`src/rtl/regfile_pkg.sv`:
```
// Shared constants and helpers for the multi-port register file and its scoreboard.
package regfile_pkg;

  localparam int DEF_DATA_W = 32;
  localparam int DEF_ADDR_W = 5;
  localparam int ZERO_ADDR  = 0;

  // Widest packed port vector and widest field port_slice can extract.
  localparam int MAX_VEC_W   = 256;
  localparam int MAX_FIELD_W = 64;

  // Extract field idx of width w from a packed port vector; callers cast the result to w bits.
  function automatic logic [MAX_FIELD_W-1:0] port_slice(input logic [MAX_VEC_W-1:0] vec,
                                                        input int idx, input int w);
    return MAX_FIELD_W'(vec >> (idx * w));
  endfunction

endpackage

```
`src/rtl/regfile_scoreboard.sv`:
```
// Per-register busy scoreboard: reserve at issue, release on writeback, with live count.
module regfile_scoreboard
  import regfile_pkg::*;
#(
  parameter int ADDR_W   = DEF_ADDR_W,
  parameter int NUM_RD   = 2,
  parameter int ZERO_REG = 1,
  parameter int BYPASS   = 1
) (
  input  logic                     clk,
  input  logic                     rst,
  input  logic [NUM_RD*ADDR_W-1:0] rd_addr,
  output logic [NUM_RD-1:0]        rd_busy,
  input  logic                     wr_en,
  input  logic [ADDR_W-1:0]        wr_addr,
  input  logic                     rsv_en,
  input  logic [ADDR_W-1:0]        rsv_addr,
  output logic [ADDR_W:0]          busy_cnt,
  output logic                     rsv_dup
);

  localparam int NUM_REGS = 2**ADDR_W;

  logic [NUM_REGS-1:0] busy, busy_next;
  logic                set_ok, clr_ok, inc, dec, dup_next;
  logic [ADDR_W-1:0]   port_addr [NUM_RD];

  assign set_ok = rsv_en && !(ZERO_REG != 0 && rsv_addr == ADDR_W'(ZERO_ADDR));
  assign clr_ok = wr_en  && !(ZERO_REG != 0 && wr_addr  == ADDR_W'(ZERO_ADDR));

  // A same-address set overrides the clear, so the count only drops on a genuine release.
  assign inc      = set_ok && !busy[rsv_addr];
  assign dec      = clr_ok && busy[wr_addr] && !(set_ok && rsv_addr == wr_addr);
  assign dup_next = set_ok && busy[rsv_addr] && !(clr_ok && wr_addr == rsv_addr);

  // NOTE: combinational blocks assign every output a default first so no latch is inferred.
  always_comb begin
    busy_next = busy;
    if (clr_ok) busy_next[wr_addr]  = 1'b0;
    if (set_ok) busy_next[rsv_addr] = 1'b1;
  end

  // NOTE: state registers use non-blocking assignments; combinational logic uses blocking.
  always_ff @(posedge clk or posedge rst) begin
    if (rst) begin
      busy     <= '0;
      busy_cnt <= '0;
      rsv_dup  <= 1'b0;
    end else begin
      busy     <= busy_next;
      busy_cnt <= busy_cnt + (ADDR_W+1)'(inc) - (ADDR_W+1)'(dec);
      rsv_dup  <= dup_next;
    end
  end

  for (genvar g = 0; g < NUM_RD; g++) begin : g_port
    logic is_zero, wb_hit;
    assign port_addr[g] = ADDR_W'(port_slice(MAX_VEC_W'(rd_addr), g, ADDR_W));
    assign is_zero      = (ZERO_REG != 0) && port_addr[g] == ADDR_W'(ZERO_ADDR);
    // A writeback landing this cycle already resolves the hazard for the reader.
    assign wb_hit       = (BYPASS != 0) && wr_en && wr_addr == port_addr[g];
    assign rd_busy[g]   = !is_zero && busy[port_addr[g]] && !wb_hit;
  end

endmodule

```
`src/rtl/regfile_mp.sv`:
```
// Parametrised multi-read-port register file with write bypass and busy scoreboard.
module regfile_mp
  import regfile_pkg::*;
#(
  parameter int DATA_W   = DEF_DATA_W,
  parameter int ADDR_W   = DEF_ADDR_W,
  parameter int NUM_RD   = 2,
  parameter int ZERO_REG = 1,
  parameter int BYPASS   = 1
) (
  input  logic                     clk,
  input  logic                     rst,
  input  logic [NUM_RD*ADDR_W-1:0] rd_addr,
  output logic [NUM_RD*DATA_W-1:0] rd_data,
  output logic [NUM_RD-1:0]        rd_busy,
  input  logic                     wr_en,
  input  logic [ADDR_W-1:0]        wr_addr,
  input  logic [DATA_W-1:0]        wr_data,
  input  logic                     rsv_en,
  input  logic [ADDR_W-1:0]        rsv_addr,
  output logic [ADDR_W:0]          busy_cnt,
  output logic                     rsv_dup
);

  localparam int NUM_REGS = 2**ADDR_W;

  logic [DATA_W-1:0] regs [NUM_REGS];
  logic [ADDR_W-1:0] port_addr [NUM_RD];
  logic              wr_ok;

  assign wr_ok = wr_en && !(ZERO_REG != 0 && wr_addr == ADDR_W'(ZERO_ADDR));

  // NOTE: the array is flop-based and must read 0 out of reset, so every entry is reset;
  // a RAM macro could not be cleared this way.
  always_ff @(posedge clk or posedge rst) begin
    if (rst) begin
      for (int r = 0; r < NUM_REGS; r++) regs[r] <= '0;
    end else if (wr_ok) begin
      regs[wr_addr] <= wr_data;
    end
  end

  for (genvar g = 0; g < NUM_RD; g++) begin : g_addr
    assign port_addr[g] = ADDR_W'(port_slice(MAX_VEC_W'(rd_addr), g, ADDR_W));
  end

  always_comb begin
    rd_data = '0;
    for (int i = 0; i < NUM_RD; i++) begin
      if ((ZERO_REG != 0) && port_addr[i] == ADDR_W'(ZERO_ADDR))
        rd_data[i*DATA_W +: DATA_W] = '0;
      else if ((BYPASS != 0) && wr_en && wr_addr == port_addr[i])
        rd_data[i*DATA_W +: DATA_W] = wr_data;
      else
        rd_data[i*DATA_W +: DATA_W] = regs[port_addr[i]];
    end
  end

  regfile_scoreboard #(
    .ADDR_W  (ADDR_W),
    .NUM_RD  (NUM_RD),
    .ZERO_REG(ZERO_REG),
    .BYPASS  (BYPASS)
  ) u_scoreboard (
    .clk     (clk),
    .rst     (rst),
    .rd_addr (rd_addr),
    .rd_busy (rd_busy),
    .wr_en   (wr_en),
    .wr_addr (wr_addr),
    .rsv_en  (rsv_en),
    .rsv_addr(rsv_addr),
    .busy_cnt(busy_cnt),
    .rsv_dup (rsv_dup)
  );

endmodule

```
`config.mk`:
```
export PLATFORM = sky130hd
export DESIGN_NAME = regfile_mp
export DESIGN_NICKNAME = d
export VERILOG_FILES = /design/src/rtl/regfile_pkg.sv /design/src/rtl/regfile_scoreboard.sv /design/src/rtl/regfile_mp.sv
export SDC_FILE = /design/constraint.sdc
export NUM_CORES = 2
export LEC_CHECK = 0
export CAP_MARGIN = 25
export CORE_MARGIN = 2
export CORE_UTILIZATION = 62
export DETAILED_ROUTE_END_ITERATION = 8
export HOLD_SLACK_MARGIN = 0.1
export PLACE_DENSITY_LB_ADDON = 0.05
export RECOVER_POWER = 50
export SYNTH_ARGS = -nofsm -noshare
export SYNTH_HDL_FRONTEND = slang
export SYNTH_SLANG_ARGS = --single-unit
```
`constraint.sdc`:
```
create_clock -name clk -period 106.5 [get_ports clk]
set_input_delay 21.3 -clock clk [delete_from_list [all_inputs] [get_ports clk]]
set_output_delay 21.3 -clock clk [all_outputs]
set_load 0.05 [all_outputs]
```
Yosys cells after proc, flatten, opt, wreduce, memory -nomap -nowiden
Index checks and enable logic that the tools add are counted.

storage, ports and cells
  flip-flop bits (word level) = 1,063
  word-level logic and storage cells = 115

operators by class
  $lt $le $gt $ge = 10
  add/subtract/negate cells = 2
  bitwise logic cells = 6
  eq/ne operators = 4
  multiplexer cells = 27
  reductions and logical operators = 31

operators by type and width
  kind                                                 count
  bitwise mux 1024 bit                                 1
  two-way mux 32 bit                                   11
  binary-select mux 32 bit (select 5 bit)              2
  demux 32 bit (select 5 bit)                          1
  AND 32 bit                                           1
  NOT 32 bit                                           1
  OR 32 bit                                            1
  < comparator 5 x 6 -> 1 bit, second input constant   4
  binary-select mux 1 bit (select 5 bit)               4
  == test 5 bit                                        4
  logical NOT 5 bit                                    4
  >= comparator 6 bit, second input constant           3
  logical AND 1 bit                                    18
  NOT 5 -> 6 bit                                       3
  demux 1 bit (select 5 bit)                           2
  >= comparator 5 x 1 -> 1 bit, second input constant  2
  logical NOT 1 bit                                    9
  adder 6 x 1 -> 6 bit                                 1
  < comparator 6 x 1 -> 1 bit, second input constant   1
  two-way mux 1 bit                                    6
  subtractor 6 x 1 -> 6 bit                            1

Logic depth before layout (Yosys ltp)
  depth after elaboration = 9
  mapped depth = 15
  depth with buffers taken out = 13

Cells and area by module
Synthesis repeated with hierarchy kept, for this count alone.

second synthesis, totals
  cells, all modules = 4,083
  area total of the unflattened synthesis = 57,998.1 µm²

modules (own cells, without submodules)
  module              area an instance (µm²)  instances  cells an instance
  regfile_mp          54,885.1                1          3,771
  regfile_scoreboard  3,113.0                 1          312

Worst setup path after synthesis
OpenSTA, ideal clock, no wires.

  path kind = input -> output
  start = input port rd_addr[2]
  end = output port rd_data[12]
  stages = 7
  arrival time = 24.154 ns
  slack = 61.046 ns
  cells stage by stage = clkbuf_1 > buf_2 > buf_1 > clkbuf_1 > nand3_1 > and3_1 > o41ai_1

on the way
  word-level cells in the longest chain between the ends = 6

ends and longest elaborated chain
  what                                                   line              source
  start, declared                                        regfile_mp.sv:13  input logic [NUM_RD*ADDR_W-1:0] rd_addr,
  NOT 5 -> 6 bit (implied by the code)                   regfile_mp.sv:55  rd_data[i*DATA_W +: DATA_W] = regs[port_addr[i]];
  binary-select mux 32 bit (select 5 bit)                regfile_mp.sv:55
  two-way mux 32 bit (implied by the code) (2 in a row)  regfile_mp.sv:55
  two-way mux 32 bit                                     regfile_mp.sv:52  else if ((BYPASS != 0) && wr_en && wr_addr == port_addr[i])
  two-way mux 32 bit (*)                                 regfile_mp.sv:50  if ((ZERO_REG != 0) && port_addr[i] == ADDR_W'(ZERO_ADDR))
  end, declared                                          regfile_mp.sv:14  output logic [NUM_RD*DATA_W-1:0] rd_data,

Every way passes the cells marked *; elsewhere a longest branch is shown, timed or not. The select of a mux whose other input is x is not followed.

Final worst setup path
  start = input port rd_addr[6]
  end = output port rd_data[33]

Same word-level chain as after synthesis.

==> impl_metrics.py <==
metrics = {
    "clock_tree": {
        "cts_buffers": 112,
        "cts.clk_slew.worst_paths_ns": 0.06,
        "clock_latency_ns": 0.70,
        "cts_setup_buffers": 0,
        "cts_max_path_buffers": 3,
        "clock_tree.root_cell": "clkbuf_16",
        "clock-sinks": 1063,
        "cts_tree": "done",
        "cts.hold.buffers_added": 0,
        "ctsResizeCount": 0,
        "h-tree-depth": 3,
    },
    "critical_path": {
        "critPathKind": "in -> out",
        "cp-start-kind": "input pin",
        "cp-end-kind": "output pin",
        "worst-path-max-fanout": 94,
        "critPathRequiredTime_ns": 85.20,
        "crit_start": "rd_addr[6]",
        "crit_arrival_ns": 26.43,
        "r2r-start": "u_scoreboard.busy[31]$_DFF_PP0_",
    },
    "placed_design": {
        "portBuffers": 128,
        "place_area_mm2": 0.0594,
        "dp_cells": 4982,
        "place.gp.congestion": 0.888,
        "dp_hpwl_um": 103000,
    },
    "timing": {
        "finalCritPeriodShare": 0.448,
        "tns_ns": 0,
        "relSlewSlack": -4.88,
        "final-hold-violation-count": 0,
        "worst_pin_slew_ns": 8.82,
        "clock-skew-final_ns": 0.00680,
        "max_freq_mhz": 21.0,
        "post-route-min-period_ns": 47.73,
        "setup_viol": 0,
        "rsz0062_at_grt": "no",
        "drv_slew": 1217,
    },
    "grt": {
        "grt_overflow": 0,
        "antenna_found_initial": 4,
        "grt_first_pass_wirelength_um": 273000,
        "grt_pass1_vias": 40288,
        "grt_use_total": 0.395,
        "grt_max_degree": 171,
    },
    "layout": {
        "final_util": 0.690,
        "area_delta_synth_final_pct": 9.94,
        "drive_above_1_share": 0.447,
        "nets": 3939,
        "stdcell_count": 5215,
        "finalInstanceArea_mm2": 0.0635,
        "final_common_cell": "dfrtp_1",
        "fillers": 6310,
        "final_cell_mix": "1063 x dfrtp_1, 1014 x mux2_2, 436 x mux4_2",
    },
    "yosys": {
        "async_flop_share": 1.00,
        "synth_cells": 3970,
        "yosysSeqAreaShare": 0.461,
        "syn_nets": 4033,
        "synth_area_mm2": 0.0577,
        "yosys_register_bits": 1063,
        "synth_edf_count": 0,
        "ys_warn_count": 0,
        "synth.avg_cell_area_um2": 14.5,
        "ys.flop_type": "dfrtp_1",
        "ys_types": 64,
    },
    "routing": {
        "drtIter0Drc": 4635,
        "routed_wl_um": 186000,
        "route.detailed.drc": 0,
        "post_drt_wl_per_cell_um": 35.7,
        "ant_nets": 0,
        "dr.pass1.iters": 6,
        "routed_via_density": 7.49,
        "vias": 39064,
    },
    "power_and_ir_drop": {
        "power_density_mw_per_mm2": 19.3,
        "p_leak_nw": 27.4,
        "ir_worst_vdd_mv": 0.0146,
    },
    "floorplanning": {
        "start_util": 0.628,
        "fp-row-count": 111,
        "die_w_um": 309,
        "ios": 129,
        "die_y_um": 309,
        "fp.dieArea_mm2": 0.0956,
        "coreArea_mm2": 0.0919,
    },
    "hold_path": {
        "min_from": "regs[1006]$_DFFE_PP0P_",
        "min_path_type": "reg -> reg",
    },
    "outcome": {
        "violations": "capacitance limit, slew limit",
        "run_status": "finished with violations",
    },
    "job": {
        "cap_violations": 26,
    },
}
cells by family (layout without fill, tap and decap cells):
kind of cell | Yosys count | after routing | synth area share
adder cells (fa/ha/maj) | 7 | 7 | 0.00165
AND/OR/NAND/NOR | 228 | 228 | 0.0197
multiplexers | 1685 | 1685 | 0.412
other | 0 | 2 | 0
XOR/XNOR | 20 | 20 | 0.00303
AO/OA/AOI/OAI | 499 | 499 | 0.0637
buffers and inverters | 468 | 468 | 0.0393
flip-flops | 1063 | 1063 | 0.461
routing by layer:
layer	vias up	global-route usage	wire, µm
li1	15258	-	-
met1	20786	0.529	71000
met2	2417	0.611	86500
met3	603	0.105	19500
met4	0	0.176	8960
met5	-	0	0
sequential cells by signal, indices dropped and copies added, names as in the netlist:
register               flops
regs                    1024
u_scoreboard.busy         32
u_scoreboard.busy_cnt      6
u_scoreboard.rsv_dup       1
stage by stage:
| step | setup WS, ns | hold slack, ns | power, W |
|---|---|---|---|
| 2_1_floorplan | 55.28 | 0.441 | 0.000744 |
| 3_3_place_gp | 58.83 | 0.377 | 0.000801 |
| 3_5_place_dp | 58.77 | 0.384 | 0.000821 |
| 4_1_cts | 58.78 | 0.397 | 0.00122 |
| 5_1_grt | 58.75 | 0.406 | 0.00127 |
| 6_report | 58.77 | 0.394 | 0.00122 |
where the power goes:
part           leakage (nW)  switching [W]  internal (W)
combinational          11.9       0.000126      0.000153
sequential             13.6      0.0000601      0.000482
clock                  1.85       0.000168      0.000233
total                  27.4       0.000354      0.000868
layout make-up:
class	instances	area, µm²	share of cell area
flip-flops and latches	1063	26600	0.419
clock buffers	164	3260	0.0514
repair buffers	249	2510	0.0395
inverters	11	42.5	0.000670
diodes	2	5.00	0.0000789
multi-input cells	2439	29000	0.457
well taps	1243	1560	0.0245
clock inverters	44	470	0.00741
cells in the mapped netlist (10+ instances only):
cell type     n  area, µm²
a211oi_1     70        526
a21oi_1      42        210
a22o_1       76        666
a22oi_1      58        435
a31oi_1      21        131
and3_1       10       62.6
buf_1        53        199
buf_2       132        661
buf_4        29        218
buf_6        21        236
clkbuf_1    217        815
dfrtp_1    1063      26600
inv_1        11       41.3
mux2_2     1014      11400
mux2i_1     224       2240
mux4_1       11        289
mux4_2      436       9820
nand2_1      75        282
nand2b_1     13       81.3
nand3_1      28        140
nor2_1       35        131
nor2b_1      22        138
o2111ai_1    13        114
o211ai_1     19        143
o21ai_0      55        275
o221ai_1     32        280
o22a_1       20        175
o22ai_1      47        294
xnor2_1      13        114
worst max-delay path, stage by stage:
cell	delay, ns
buf_8	0.53
buf_4	0.82
buf_12	0.59
or3b_2	0.78
buf_4	0.42
o221ai_1	0.27
a211oi_1	0.07
a21oi_1	0.34
a22o_1	0.23
clkdlybuf4s50_1	0.85
path summary, 6_finish.rpt:
| check | endpoint | slack, ns | cells after the start |
|---|---|---|---|
| max in group asynchronous | regs[909]$_DFFE_PP0P_ | 71.35 | 4 |
| max reg2reg | u_scoreboard.busy_cnt[4]$_DFF_PP0_ | 103.50 | 12 |
| min reg2reg | regs[1006]$_DFFE_PP0P_ | 0.39 | 0 |
| min | regs[1006]$_DFFE_PP0P_ | 0.39 | 0 |
| min in group asynchronous | regs[322]$_DFFE_PP0P_ | 22.54 | 2 |
| max | rd_data[33] | 58.77 | 10 |
Note: power is estimated with default switching activity, not from simulation.
